## src/rtl/fifo_byte_packer.sv

```systemverilog
// Pops bytes from an upstream sync FIFO and packs BYTES_PER_WORD of them little-endian
// into one word on a valid/ready output. Define PACK_FLUSH_EN to flush idle partial words.
module fifo_byte_packer #(
    parameter int FIFO_WIDTH     = 8,
    parameter int BYTES_PER_WORD = 2,
    parameter int FLUSH_CYCLES   = 16
) (
    input  logic                                 clk,
    input  logic                                 rst_,
    input  logic                                 fifo_empty,
    input  logic [FIFO_WIDTH-1:0]                fifo_data_out,
    output logic                                 fifo_read,
    output logic [FIFO_WIDTH*BYTES_PER_WORD-1:0] word_out,
    output logic [BYTES_PER_WORD-1:0]            word_be,
    output logic                                 word_valid,
    input  logic                                 word_ready
);

    localparam int CW = $clog2(BYTES_PER_WORD) + 1;
    localparam int WW = FIFO_WIDTH * BYTES_PER_WORD;
    localparam logic [CW-1:0] NBYTES = CW'(BYTES_PER_WORD);
    localparam logic [CW-1:0] LAST   = CW'(BYTES_PER_WORD - 1);

    localparam logic [0:0] S_FILL = 1'b0;
    localparam logic [0:0] S_HOLD = 1'b1;

    if ((BYTES_PER_WORD < 2) || (BYTES_PER_WORD > 4) || (FLUSH_CYCLES < 1)) begin : g_bad_cfg
        $error("fifo_byte_packer: BYTES_PER_WORD must be 2..4 and FLUSH_CYCLES >= 1");
    end

    logic [0:0]                state_q, state_d;
    logic [CW-1:0]             issued_q, issued_d;
    logic [CW-1:0]             cap_idx_q, cap_idx_d;
    logic                      rd_pend_q, rd_pend_d;
    logic [WW-1:0]             word_q, word_d;
    logic [BYTES_PER_WORD-1:0] be_q, be_d;
    logic                      valid_q, valid_d;

`ifdef PACK_FLUSH_EN
    localparam int IW = $clog2(FLUSH_CYCLES + 1);
    logic [IW-1:0] idle_q, idle_d;
`endif

    always_comb begin
        // Gated by rst_ so no pop can escape while the packer is held in reset.
        fifo_read = rst_ && (state_q == S_FILL) && !fifo_empty && (issued_q < NBYTES);
        state_d   = state_q;
        issued_d  = issued_q;
        cap_idx_d = cap_idx_q;
        rd_pend_d = fifo_read;
        word_d    = word_q;
        be_d      = be_q;
        valid_d   = valid_q;
`ifdef PACK_FLUSH_EN
        idle_d    = '0;
`endif
        if (fifo_read) issued_d = issued_q + 1'b1;

        case (state_q)
            S_FILL: begin
                if (rd_pend_q) begin
                    for (int l = 0; l < BYTES_PER_WORD; l++) begin
                        if (cap_idx_q == CW'(l)) word_d[l*FIFO_WIDTH +: FIFO_WIDTH] = fifo_data_out;
                    end
                    cap_idx_d = cap_idx_q + 1'b1;
                    if (cap_idx_q == LAST) begin
                        valid_d = 1'b1;
                        be_d    = '1;
                        state_d = S_HOLD;
                    end
                end
`ifdef PACK_FLUSH_EN
                // Only a settled partial word ages; any read keeps the counter at zero.
                if ((cap_idx_q != '0) && !rd_pend_q && fifo_empty) begin
                    idle_d = idle_q + 1'b1;
                    if (idle_d == IW'(FLUSH_CYCLES)) begin
                        idle_d  = '0;
                        valid_d = 1'b1;
                        for (int l = 0; l < BYTES_PER_WORD; l++) be_d[l] = (CW'(l) < cap_idx_q);
                        state_d = S_HOLD;
                    end
                end
`endif
            end
            default: begin
                if (valid_q && word_ready) begin
                    valid_d   = 1'b0;
                    issued_d  = '0;
                    cap_idx_d = '0;
                    word_d    = '0;
                    be_d      = '0;
                    state_d   = S_FILL;
                end
            end
        endcase
    end

    always_ff @(posedge clk or negedge rst_) begin
        if (!rst_) begin
            state_q   <= S_FILL;
            issued_q  <= '0;
            cap_idx_q <= '0;
            rd_pend_q <= 1'b0;
            word_q    <= '0;
            be_q      <= '0;
            valid_q   <= 1'b0;
`ifdef PACK_FLUSH_EN
            idle_q    <= '0;
`endif
        end else begin
            state_q   <= state_d;
            issued_q  <= issued_d;
            cap_idx_q <= cap_idx_d;
            rd_pend_q <= rd_pend_d;
            word_q    <= word_d;
            be_q      <= be_d;
            valid_q   <= valid_d;
`ifdef PACK_FLUSH_EN
            idle_q    <= idle_d;
`endif
        end
    end

    assign word_out   = word_q;
    assign word_be    = be_q;
    assign word_valid = valid_q;

endmodule
```

## config.mk

```make
export PLATFORM = sky130hd
export DESIGN_NAME = fifo_byte_packer
export DESIGN_NICKNAME = d
export VERILOG_FILES = /design/src/rtl/fifo_byte_packer.sv
export SDC_FILE = /design/constraint.sdc
export NUM_CORES = 1
export LEC_CHECK = 0
export BUFFER_PORTS_ARGS = -buffer_cell sky130_fd_sc_hd__clkbuf_2
export CAP_MARGIN = 20
export CELL_PAD_IN_SITES_DETAIL_PLACEMENT = 1
export CELL_PAD_IN_SITES_GLOBAL_PLACEMENT = 2
export CORE_UTILIZATION = 33
export CTS_CLUSTER_DIAMETER = 100
export DETAILED_ROUTE_END_ITERATION = 10
export PLACE_DENSITY = 0.93
export SYNTH_ARGS = -nofsm -noshare
export SYNTH_HDL_FRONTEND = slang
export SYNTH_SLANG_ARGS = --single-unit
```

## constraint.sdc

```tcl
create_clock -name clk -period 3.55 [get_ports clk]
set_input_delay 0.71 -clock clk [delete_from_list [all_inputs] [get_ports clk]]
set_output_delay 0.71 -clock clk [all_outputs]
set_load 0.01 [all_outputs]
```

==> flow_metrics.tcl <==
set metrics [dict create \
    post_cts_resized 0 \
    timing.fmax_mhz 432 \
    yosys_register_bits 23 \
    fp.dieW_um 59.5 \
    htree_num_levels 1 \
    rsz0062_at_grt "no" \
    fin_skew_ns 0.00450 \
    initial_utilization 0.352 \
    synth_top_area_share 0.527 \
    antenna-diode-count 0 \
    grt_pass1_vias 874 \
    power_uw 912 \
    gp_congestion 0.667 \
    postCtsHoldBufs 0 \
    status "completed" \
    path_clk_slew_ns 0.13 \
    setup_viol 0 \
    tns_ns 0 \
    synth-edff-count 0 \
    crit_fanout 23 \
    relSlewSlack 0.546 \
    cts_tree "done" \
    pwr-share-seq 0.510 \
    ys_top_cells_by_count "23 x dfrtp_1, 19 x nand2_1, 17 x o21ai_0" \
    p_int_uw 563 \
    rows 20 \
    cts_made_buffers 3 \
    async_flop_share 1.00 \
    multiInputGateArea_sq_um 470 \
    combPwrFrac 0.354 \
    fillerInstances 383 \
    wirelength_um 2450 \
    drv_slew 0 \
    vdd_drop_max_mv 0.324 \
    finalCritPeriodShare 0.652 \
    hpwlAfterDp_um 1850 \
    worst_pin_slew_ns 0.681 \
    synth_cell_types 23 \
    post-cts-setup-buffer-count 0 \
    worstSetupStartpointType "flop" \
    min_path_type "primary input to asynchronous set/reset pin" \
    cts_sinks 23 \
    grt-ovfl-total 0 \
    ys_warn_count 0 \
    grt_first_pass_wirelength_um 4060 \
    drtIter0Drc 17 \
    cp.required_ns 2.84 \
    crit_type "flop to output pin" \
    syn_avg_cell_area_sq_um 10.8 \
    clkPwrFrac 0.136 \
    cts_max_path_buffers 2 \
    first_pass_iters 3 \
    cts_root_buf "clkbuf_4" \
    finalNetCount 147 \
    netlist.top_cell.by_area "dfrtp_1" \
    viasPerCell 4.74 \
    holdWs_ns 0.419 \
    p_per_area_nw_per_um2 700 \
    vias 834 \
    drcViolationCount 0 \
    power_switching_uw 349 \
    final-hold-violation-count 0 \
    dieArea_sq_um 3540 \
    yosysSeqAreaShare 0.527 \
    ys_top_cells_by_area "dfrtp_1 53%, mux2i_1 15%, o21ai_0 7.8%" \
    synth_flop_cell "dfrtp_1" \
    wl_per_cell_um 13.9 \
    coreArea_sq_um 3100 \
    antenna_found_initial 0 \
    syn_nets 115 \
    synth.most_common_cell "dfrtp_1" \
    synthesis.instances 101 \
    fin_cells 176 \
    dp_cells 172 \
    clk_latency_ns 0.31 \
    p_sw_frac 0.382 \
    netlist_area_sq_um 1090 \
    arrival_ns 1.60 \
    grt_max_degree 25 \
    fin_crit_ns 2.31 \
    ios 32 \
    ant_nets 0 \
    power_leakage_uw 0.000716 \
    die_h_um 59.5 \
    area_delta_synth_final_pct 19.2 \
    grtUsageTotal 0.158 \
    port_buffers 31 \
    layout-drive-gt1-share 0.303 \
    cp-end-kind "output pin" \
    ff_latch_area_sq_um 576 \
    cap_violations 0 \
]
## critical path, cell delays in order (launching register included)
cell	delay, ns
dfrtp_1	0.65
nor4b_4	0.44
clkbuf_2	0.19
## placed cells by master, fill, tap and decap left out
cell type,count
nand2b_1,1
nand2_1,19
and2_1,1
xor2_1,1
inv_1,3
dfrtp_1,23
a21boi_4,1
mux2i_1,16
a21o_1,1
o21ai_0,17
ha_1,2
nor2b_1,1
o22ai_1,1
nand3_1,3
buf_4,1
nand2_2,2
nor4b_4,1
clkbuf_4,3
nor3_1,1
clkbuf_2,31
a21oi_1,1
o21a_1,1
clkinv_2,1
## sequential cells by signal, indices dropped and copies added, names as in the netlist
signal / count
cap_idx_q: 2
issued_q: 2
rd_pend_q: 1
state_q: 1
word_be: 1
word_out: 16
## metal layers
metal / track usage / part of all wire / wire (um) / vias to the layer above
met5: 0 / 0 / 0 / -
met4: 0.0598 / 0.0049 / 12 / 0
met2: 0.289 / 0.51 / 1250 / 19
li1: - / - / - / 407
met1: 0.184 / 0.45 / 1110 / 406
met3: 0.0262 / 0.031 / 76 / 2
## cell families (layout without fill, tap and decap cells)
kind of cell | count (synthesis) | after routing | synth area share
buffers and inverters | 8 | 39 | 0.0424
adder cells (fa/ha/maj) | 2 | 2 | 0.0229
multiplexers | 16 | 16 | 0.147
AO/OA/AOI/OAI | 22 | 22 | 0.119
flip-flops | 23 | 23 | 0.527
AND/OR/NAND/NOR | 29 | 29 | 0.134
XOR/XNOR | 1 | 1 | 0.00802
## layout make-up
cell class                      instances  share of cell area
Clock inverter                          1             0.00384
Sequential cell                        23               0.442
Inverter                                3             0.00865
Multi-Input combinational cell         70               0.361
Clock buffer                            3              0.0173
Tap cell                               44              0.0423
Timing Repair Buffer                   32               0.125
## power groups by stage
stage               sequential [uW]  combinational, uW  clock, uW
floorplan                       494                157          0
global placement                464                311          0
detailed placement              476                331          0
CTS                             469                331        127
global route                    485                361        136
finish                          466                323        124
## per-stage QoR
step                      setup slack (ns)  area [sq um]  utilization
after floorplan                       1.78          1090            -
after global placement                1.53          1270        0.411
after detailed placement              1.49          1270        0.411
after CTS                             1.21          1300        0.420
after global routing                  1.13          1300        0.420
final                                 1.24          1300        0.420
## path summary, 6_finish.rpt
path / end / startpoint / slack (ns) / depth (start not counted)
max: fifo_read / state_q$_DFF_PN0_ / 1.24 / 2
min: word_out[5]$_DFFE_PN0P_ / rst_ / 0.42 / 2
max reg2reg: word_out[12]$_DFFE_PN0P_ / state_q$_DFF_PN0_ / 1.89 / 3
min reg2reg: rd_pend_q$_DFF_PN0_ / issued_q[1]$_DFF_PN0_ / 0.51 / 1
max in group asynchronous: word_out[9]$_DFFE_PN0P_ / rst_ / 2.90 / 2
min in group clk: rd_pend_q$_DFF_PN0_ / issued_q[1]$_DFF_PN0_ / 0.51 / 1
No activity file was read; power rests on OpenSTA's default activity.
